<file path="config.mk">
export PLATFORM = sky130hd
export DESIGN_NAME = xor_share_arbiter
export DESIGN_NICKNAME = d
export VERILOG_FILES = /design/src/rtl/xor_share_pkg.sv /design/src/rtl/rr_pick.sv /design/src/rtl/xor_share_arbiter.sv
export SDC_FILE = /design/constraint.sdc
export NUM_CORES = 1
export LEC_CHECK = 0
export ABC_CLOCK_PERIOD_IN_PS = 3300
export CORE_AREA = 2 2 67 69
export CTS_CLUSTER_DIAMETER = 50
export CTS_CLUSTER_SIZE = 20
export DETAILED_ROUTE_END_ITERATION = 16
export DIE_AREA = 0 0 69 71
export PLACE_DENSITY = 0.74
export REMOVE_ABC_BUFFERS = 1
export SLEW_MARGIN = 20
export SYNTH_ARGS = -nofsm -noshare
export SYNTH_HDL_FRONTEND = slang
export SYNTH_HIERARCHICAL = 1
export SYNTH_SLANG_ARGS = --single-unit
</file>
<file path="constraint.sdc">
create_clock -name clk -period 3.3 [get_ports clk]
set_clock_uncertainty 0.1 [all_clocks]
set_input_delay 0.33 -clock clk [delete_from_list [all_inputs] [get_ports clk]]
set_output_delay 0.33 -clock clk [all_outputs]
set_load 0.05 [all_outputs]
</file>
<file path="src/rtl/xor_share_pkg.sv">
// Shared types, constants and helpers for the xor_share_arbiter slice.
package xor_share_pkg;

  localparam int unsigned XS_CNT_W = 16;
  localparam logic [XS_CNT_W-1:0] XS_CNT_MAX = {XS_CNT_W{1'b1}};

  // Result register occupancy
  typedef enum logic {
    XS_EMPTY = 1'b0,
    XS_FULL  = 1'b1
  } xs_state_e;

  // Index width for n requesters, never narrower than one bit
  function automatic int unsigned xs_idw(input int unsigned n);
    return (n <= 32'd2) ? 32'd1 : 32'($clog2(n));
  endfunction

endpackage

</file>
<file path="src/rtl/rr_pick.sv">
// Combinational round-robin picker: first set request at or above ptr, wrapping.
module rr_pick
  import xor_share_pkg::*;
#(
  parameter int unsigned NREQ = 4,
  parameter int unsigned IDW  = 2
) (
  input  logic [NREQ-1:0] req,
  input  logic [IDW-1:0]  ptr,
  output logic [NREQ-1:0] gnt,
  output logic [IDW-1:0]  idx,
  output logic            any
);

  // Scan NREQ positions starting at ptr, keep the first hit
  always_comb begin
    logic [IDW-1:0] j;
    gnt = '0;
    idx = '0;
    any = 1'b0;
    j   = '0;
    for (int unsigned k = 0; k < NREQ; k++) begin
      j = IDW'((32'(ptr) + k) % NREQ);
      if (!any && req[j]) begin
        any    = 1'b1;
        gnt[j] = 1'b1;
        idx    = j;
      end
    end
  end

endmodule

</file>
<file path="src/rtl/xor_share_arbiter.sv">
// Round-robin arbiter sharing one registered XOR stage among NREQ requesters.
// Optional per-requester saturating grant counters: define XOR_SHARE_ARB_STATS_EN.
module xor_share_arbiter
  import xor_share_pkg::*;
#(
  parameter  int unsigned NREQ = 4,
  parameter  int unsigned W    = 8,
  localparam int unsigned IDW  = xs_idw(NREQ)
) (
  input  logic              clk,
  input  logic              areset_n,
  input  logic [NREQ-1:0]   req_valid,
  output logic [NREQ-1:0]   req_ready,
  input  logic [NREQ*W-1:0] req_a,
  input  logic [NREQ*W-1:0] req_b,
  output logic              res_valid,
  input  logic              res_ready,
  output logic [W-1:0]      res_data,
  output logic [IDW-1:0]    res_id
`ifdef XOR_SHARE_ARB_STATS_EN
  ,
  output logic [NREQ*XS_CNT_W-1:0] grant_cnt
`endif
);

  xs_state_e       state_q, state_d;
  logic            slot_free;
  logic [NREQ-1:0] pick_gnt;
  logic [IDW-1:0]  pick_idx;
  logic            pick_any;
  logic [IDW-1:0]  ptr_q;
  logic [W-1:0]    xor_c;

  assign slot_free = (state_q == XS_EMPTY) || res_ready;

  rr_pick #(
    .NREQ(NREQ),
    .IDW (IDW)
  ) u_pick (
    .req(req_valid & {NREQ{slot_free}}),
    .ptr(ptr_q),
    .gnt(pick_gnt),
    .idx(pick_idx),
    .any(pick_any)
  );

  // Occupancy state register
  always_ff @(posedge clk or negedge areset_n) begin
    if (!areset_n) state_q <= XS_EMPTY;
    else           state_q <= state_d;
  end

  // Next occupancy: a grant refills, a drain without grant empties
  always_comb begin
    state_d = state_q;
    if (pick_any)       state_d = XS_FULL;
    else if (res_ready) state_d = XS_EMPTY;
  end

  // Handshake outputs; ready is forced low while reset is asserted
  always_comb begin
    req_ready = pick_gnt & {NREQ{areset_n}};
    res_valid = (state_q == XS_FULL);
  end

  // XOR of the selected lane's operand pair
  always_comb begin
    xor_c = req_a[32'(pick_idx)*W +: W] ^ req_b[32'(pick_idx)*W +: W];
  end

  // Result payload and round-robin pointer update only on a grant
  always_ff @(posedge clk or negedge areset_n) begin
    if (!areset_n) begin
      res_data <= '0;
      res_id   <= '0;
      ptr_q    <= '0;
    end else if (pick_any) begin
      res_data <= xor_c;
      res_id   <= pick_idx;
      ptr_q    <= IDW'((32'(pick_idx) + 32'd1) % NREQ);
    end
  end

`ifdef XOR_SHARE_ARB_STATS_EN
  logic [XS_CNT_W-1:0] cnt_q [NREQ];

  // Saturating grant counters, one per requester
  always_ff @(posedge clk or negedge areset_n) begin
    if (!areset_n) begin
      for (int unsigned i = 0; i < NREQ; i++) cnt_q[i] <= '0;
    end else begin
      for (int unsigned i = 0; i < NREQ; i++) begin
        if (pick_gnt[i] && (cnt_q[i] != XS_CNT_MAX)) cnt_q[i] <= cnt_q[i] + 1'b1;
      end
    end
  end

  for (genvar g = 0; g < NREQ; g++) begin : g_cnt
    assign grant_cnt[g*XS_CNT_W +: XS_CNT_W] = cnt_q[g];
  end
`endif

endmodule

</file>
# Word-level counts from Yosys, hierarchy flattened
# Index checks and enable logic that the tools add are counted.
[classes]
add_sub_neg = 4
multipliers = 0
n_div = 0
magnitude_cmp = 8
eq_ne = 0
shifts = 2
muxes = 30
bitwise_logic = 7
reduce_logical = 12
[ops]
columns = ["operator", "n"]
rows = [
  ["32-bit by 6-bit variable part select with 8-bit output", 2],
  ["4-bit two-way mux", 4],
  ["1-bit two-way mux", 14],
  ["2-bit by 3-bit less-than comparator with 1-bit output (second input constant)", 4],
  ["4-bit OR", 3],
  ["4-bit bitwise AND", 2],
  ["1-bit binary-select mux with 2-bit select", 4],
  ["1-bit demux with 2-bit select", 4],
  ["2-bit by 1-bit >= comparator with 1-bit output (second input constant)", 4],
  ["2-bit two-way mux", 4],
  ["8-bit XOR", 1],
  ["1-bit logical AND", 7],
  ["2-bit by 1-bit adder with 2-bit output (second input constant)", 2],
  ["2-bit adder (second input constant)", 2],
  ["1-bit zero test", 3],
  ["2-bit nonzero test", 1],
  ["1-bit logical OR", 1],
  ["1-bit inverter", 1],
]
[word_totals]
ff_bits = 13
latchBits = 0
ramBits = 0
rom_bits = 0
in_bits = 71
out_inout_bits = 15
elab_cells = 67
memories = 0

# Longest topological paths before layout
[depth]
word_depth = 17
ltp_mapped = 11
mapped_depth_nobuf = 8

# By module
# Netlist, hierarchy kept.
[modules_own_cells]
columns = ["module", "instances", "cells_per_inst", "area_per_inst_um2", "seq_area_each_um2"]
rows = [
  ["xor_share_arbiter", 1, 90, 996.0, 325.3],
  ["rr_pick", 1, 45, 421.7, 0.0],
]

# Least setup slack after synthesis
# OpenSTA, ideal clock, no wires.
[synth_path]
kind = "flip-flop to flip-flop"
startpoint = "reg state_q (netlist: res_valid)"
endpoint = "reg res_data[0]"
setup_time_ps = 77
arrival_ps = 2915
required_time_ps = 3123
slack_ps = 208
path_stages_with_launch = 11
n_path_buf = 2
synth_period_minus_slack_ps = 3092
path_cell_list = "dfrtp_1 -> nand2b_1 -> and2_1 -> mux4_2 -> buf_6 -> nor4b_4 -> nor2_1 -> a32o_1 -> buf_6 -> mux4_2 -> a21oi_1"
[synth_between]
elab_chain_len = 17
word_cells_on_any_way = 28
cone_classes = "2 x shift; 16 x mux; 3 x bitwise; 7 x reduce/logical"
[synth_rtl]
columns = ["item", "line", "source"]
rows = [
  ["start, declared", "xor_share_arbiter.sv:26", "xs_state_e state_q, state_d;"],
  ["start signal, assigned", "xor_share_arbiter.sv:50", "else state_q <= state_d;"],
  ["1-bit inverter (*)", "xor_share_arbiter.sv:34", "assign slot_free = (state_q == XS_EMPTY) || res_ready;"],
  ["1-bit logical OR (*)", "xor_share_arbiter.sv:34", ""],
  ["4-bit bitwise AND (*)", "xor_share_arbiter.sv:40", ".req(req_valid & {NREQ{slot_free}}),"],
  ["1-bit binary-select mux with 2-bit select", "rr_pick.sv:24", "if (!any && req[j]) begin"],
  ["1-bit two-way mux (implied by the code)", "rr_pick.sv:24", ""],
  ["1-bit two-way mux", "rr_pick.sv:24", ""],
  ["1-bit zero test", "rr_pick.sv:24", ""],
  ["1-bit logical AND", "rr_pick.sv:24", ""],
  ["[... 2 more ...]", "n/a", ""],
  ["1-bit logical AND", "rr_pick.sv:24", ""],
  ["1-bit two-way mux", "rr_pick.sv:24", ""],
  ["1-bit zero test", "rr_pick.sv:24", ""],
  ["1-bit logical AND", "rr_pick.sv:24", ""],
  ["2-bit two-way mux (*)", "rr_pick.sv:24", ""],
  ["net pick_idx[1]", "xor_share_arbiter.sv:29", "logic [IDW-1:0] pick_idx;"],
  ["32-bit by 6-bit variable part select with 8-bit output", "xor_share_arbiter.sv:68", "xor_c = req_a[32'(pick_idx)*W +: W] ^ req_b[32'(pick_idx)*W +: W];"],
  ["8-bit XOR (*)", "xor_share_arbiter.sv:68", ""],
  ["end signal, assigned", "xor_share_arbiter.sv:78", "res_data <= xor_c;"],
  ["end, declared", "xor_share_arbiter.sv:18", "output logic [W-1:0] res_data,"],
]
# The timed path passes the listed nets; every way through them passes the cells marked *. The select of a mux whose other input is x is not followed.
# A chain may end at the register's enable or synchronous reset.

# Worst setup path in the final report
[layout_path]
startpoint = "in res_ready"
endpoint = "out req_ready[0]"
[layout_between]
elab_chain_len = 15
word_cells_on_any_way = 27
cone_classes = "15 x mux; 5 x bitwise; 7 x reduce/logical"
[layout_rtl]
columns = ["item", "line", "source"]
rows = [
  ["start, declared", "xor_share_arbiter.sv:17", "input logic res_ready,"],
  ["1-bit logical OR (*)", "xor_share_arbiter.sv:34", ""],
  ["4-bit bitwise AND (*)", "xor_share_arbiter.sv:40", ""],
  ["1-bit binary-select mux with 2-bit select", "rr_pick.sv:24", ""],
  ["1-bit two-way mux (implied by the code)", "rr_pick.sv:24", ""],
  ["1-bit two-way mux", "rr_pick.sv:24", ""],
  ["1-bit zero test", "rr_pick.sv:24", ""],
  ["1-bit logical AND", "rr_pick.sv:24", ""],
  ["1-bit two-way mux", "rr_pick.sv:24", ""],
  ["1-bit zero test", "rr_pick.sv:24", ""],
  ["1-bit logical AND", "rr_pick.sv:24", ""],
  ["1-bit two-way mux", "rr_pick.sv:24", ""],
  ["1-bit zero test", "rr_pick.sv:24", ""],
  ["1-bit logical AND", "rr_pick.sv:24", ""],
  ["4-bit two-way mux (*)", "rr_pick.sv:24", ""],
  ["net pick_gnt[0]", "xor_share_arbiter.sv:28", "logic [NREQ-1:0] pick_gnt;"],
  ["4-bit bitwise AND (*)", "xor_share_arbiter.sv:62", "req_ready = pick_gnt & {NREQ{areset_n}};"],
  ["end, declared", "xor_share_arbiter.sv:13", "output logic [NREQ-1:0] req_ready,"],
]
# Marked as above.

==> metrics <==
outcome=completed; most frequent cells in the layout=clkdlybuf4s50_1 (81), xnor2_1 (33), dfrtp_1 (13); flop-to-flop setup slack=around 0.5 ns; Core ar.=4200 um2; CP endpoint kind=primary output; via count=about 1300; Setup Fix Bufs, Post-CTS=0; DR iter-0 viols=15; Peak VDD IR=between 400 and 500 uV; Max Fanout on Critical Path=5; Critical Path AT=2.65 ns; Startpoint Class=input port; Power Density=947 nW/um2; Placed Instances=276; max_slew headroom=65.2%; Avg Inst Size Synth=10.5 um2; worst hold path type=input port to asynchronous set/reset pin; Crit path largest cell delay=0.63 ns; drt total wl=3520 um; min Tclk post-route=3.08 ns; first-pass GRT wire length=approximately 5800 um; IO buf count=85; DR vias/cell=4.80; GPL Wtd Cong=0.754; Starting Density=around 34%; DP Area=about 2400 um2; Die Wd=69 um; number of cells on the worst reg-to-reg path=8; commonest non-fill, non-tap cell in the layout=clkdlybuf4s50_1; num ports=86; Initial DRT Pass Iterations=2; Routed Antenna Nets=0; share of cells above drive strength 1=14.9%; setup TNS=0 ns; initial antenna violation count=0; Syn Inst Count=135; Final #Nets=305; Slew Viols, Final=0; clk sink count=13; count of different cell masters after synthesis=26; final hold vios=0; register area share after synthesis=roughly 23%; vias in the first global route=1351; dpl hpwl=around 3000 um; CTS tree=yes; drt wl/cell=12.6 um; RSZ-0062 raised after global routing=no; cell mode on critical path=and2_1; Num CTS Buffers=3; Period Utilization, post-route=around 93%; CP max stage cell=mux4_1; FMAX=325 MHz; Clock Path Buffers=2; worst flop-to-flop path startpoint=res_valid; netlist area before placement=around 1400 um2; static leakage=0.931 nW; worst hold margin=0.305 ns; # resized after CTS=0; FP Rows=24; largest net degree at the start of global routing=18; worst r2r dst=res_data[3]; Worst EP required=2.87 ns; Max-Cap Viols=0; worst slew pin tran=0.520 ns; Synthesis Warnings=6; aggregate global-route resource usage=14.7%; final setup fails=0; worst skew pair latency=0.24 ns; fin area=2460 um2; Die Height=71 um; clock transition at the registers of the reported paths=0.06 ns; root buffer cell=clkbuf_8; synthesized flop and latch total=13; # hold bufs at CTS=0; Post-Layout Cell Count=280; die footprint=4900 um2; P&R area growth vs syn=73.3%; crit-path cells=clkdlybuf4s50_1 > nand2b_1 > and2_1 > mux4_1 > nor4b_4 > buf_4 > a22oi_1 > o21ai_0 > and2_1 > buf_12; ant diodes=0; critical path class=input port to primary output; Filler Cell Count=385; residual DRC count=0; GRT overflow=0; CTS H-Tree Depth=1
## cells by family after synthesis
| group | after synthesis | synth area share [%] |
|---|---|---|
| AOI/OAI and AO/OA | 26 | 11.6 |
| xor gates and xnor gates | 33 | 20.4 |
| adders and majority gates | 5 | 4.41 |
| buffers and inverters | 11 | 4.59 |
| DFF | 13 | 22.9 |
| muxes | 18 | 24.1 |
| and+or+nand+nor | 29 | 12.0 |
## report_power, final
group / switching (mW) / internal [mW] / leakage (nW) / total [mW]
clock: 0.0582 / 0.0854 / 0.0228 / 0.144
sequential: 0.0407 / 0.254 / 0.148 / 0.295
combinational: 0.966 / 0.921 / 0.760 / 1.89
## sequential cells by signal, indices dropped and copies added (netlist names)
| register | cells |
|---|---|
| res_id | 2 |
| ptr_q | 2 |
| res_valid | 1 |
| res_data | 8 |
## layer usage
layer	global-route usage, %	routed length, um
met5	0	0
met4	5.23	51
met3	4.13	244
met2	27.8	1930
met1	15.5	1290
## final cells by class
| class | count | area, um2 | area share [%] |
|---|---|---|---|
| clock buffers | 4 | 45.0 | 1.83 |
| repair buffers | 96 | 973 | 39.6 |
| inverters | 4 | 15.0 | 0.611 |
| multi-input cells | 111 | 1030 | 42.0 |
| well taps | 52 | 65.1 | 2.65 |
| flip-flops and latches | 13 | 325 | 13.2 |
## worst max-delay path by stage
| stage | from | endpoint | slack (ns) | cells past startpoint |
|---|---|---|---|---|
| final | res_ready | req_ready[0] | 0.22 | 10 |
| after detailed placement | res_ready | res_data[4] | 0.01 | 9 |
| after global placement | res_ready | res_data[3] | 0.09 | 10 |
| after global routing | res_ready | req_ready[0] | 0.10 | 10 |
| after floorplan | res_valid | res_data[0] | -0.05 | 8 |
| after CTS | res_ready | req_ready[0] | 0.22 | 10 |
## synth_stat cells
cell type | number | share of area (%)
xnor2_1 | 33 | 20
dfrtp_1 | 13 | 23
nor2_1 | 12 | 3.2
mux4_2 | 10 | 16
a21oi_1 | 9 | 3.2
a22oi_1 | 8 | 4.2
and2_1 | 8 | 3.5
ha_1 | 5 | 4.4
o21ai_0 | 5 | 1.8
inv_1 | 4 | 1.1
nand2b_1 | 4 | 1.8
buf_6 | 3 | 2.4
clkbuf_1 | 3 | 0.79
mux2_2 | 3 | 2.4
mux2i_1 | 3 | 2.1
mux4_1 | 2 | 3.7
a32o_1 | 1 | 0.71
and2b_2 | 1 | 0.62
buf_2 | 1 | 0.35
nor2b_1 | 1 | 0.44
nor3_1 | 1 | 0.35
nor4_1 | 1 | 0.44
nor4b_4 | 1 | 1.7
o211ai_1 | 1 | 0.53
o221ai_1 | 1 | 0.62
o31ai_1 | 1 | 0.53
## worst max-delay path, delay by kind of cell
family,cells,cell delay [ns]
AO/OA/AOI/OAI,2,0.13
buffers and inverters,3,0.70
AND/OR/NAND/NOR,4,0.85
multiplexers,1,0.63
## through the flow
step | utilization (%) | total power [mW] | setup WS, ns
floorplan | - | 1.54 | -0.0513
global placement | 57.4 | 2.15 | 0.0860
detailed placement | 57.4 | 2.21 | 0.0139
CTS | 58.4 | 2.36 | 0.216
global route | 58.4 | 2.49 | 0.101
finish | 58.4 | 2.33 | 0.222
Power figures use the tool's default switching activity.
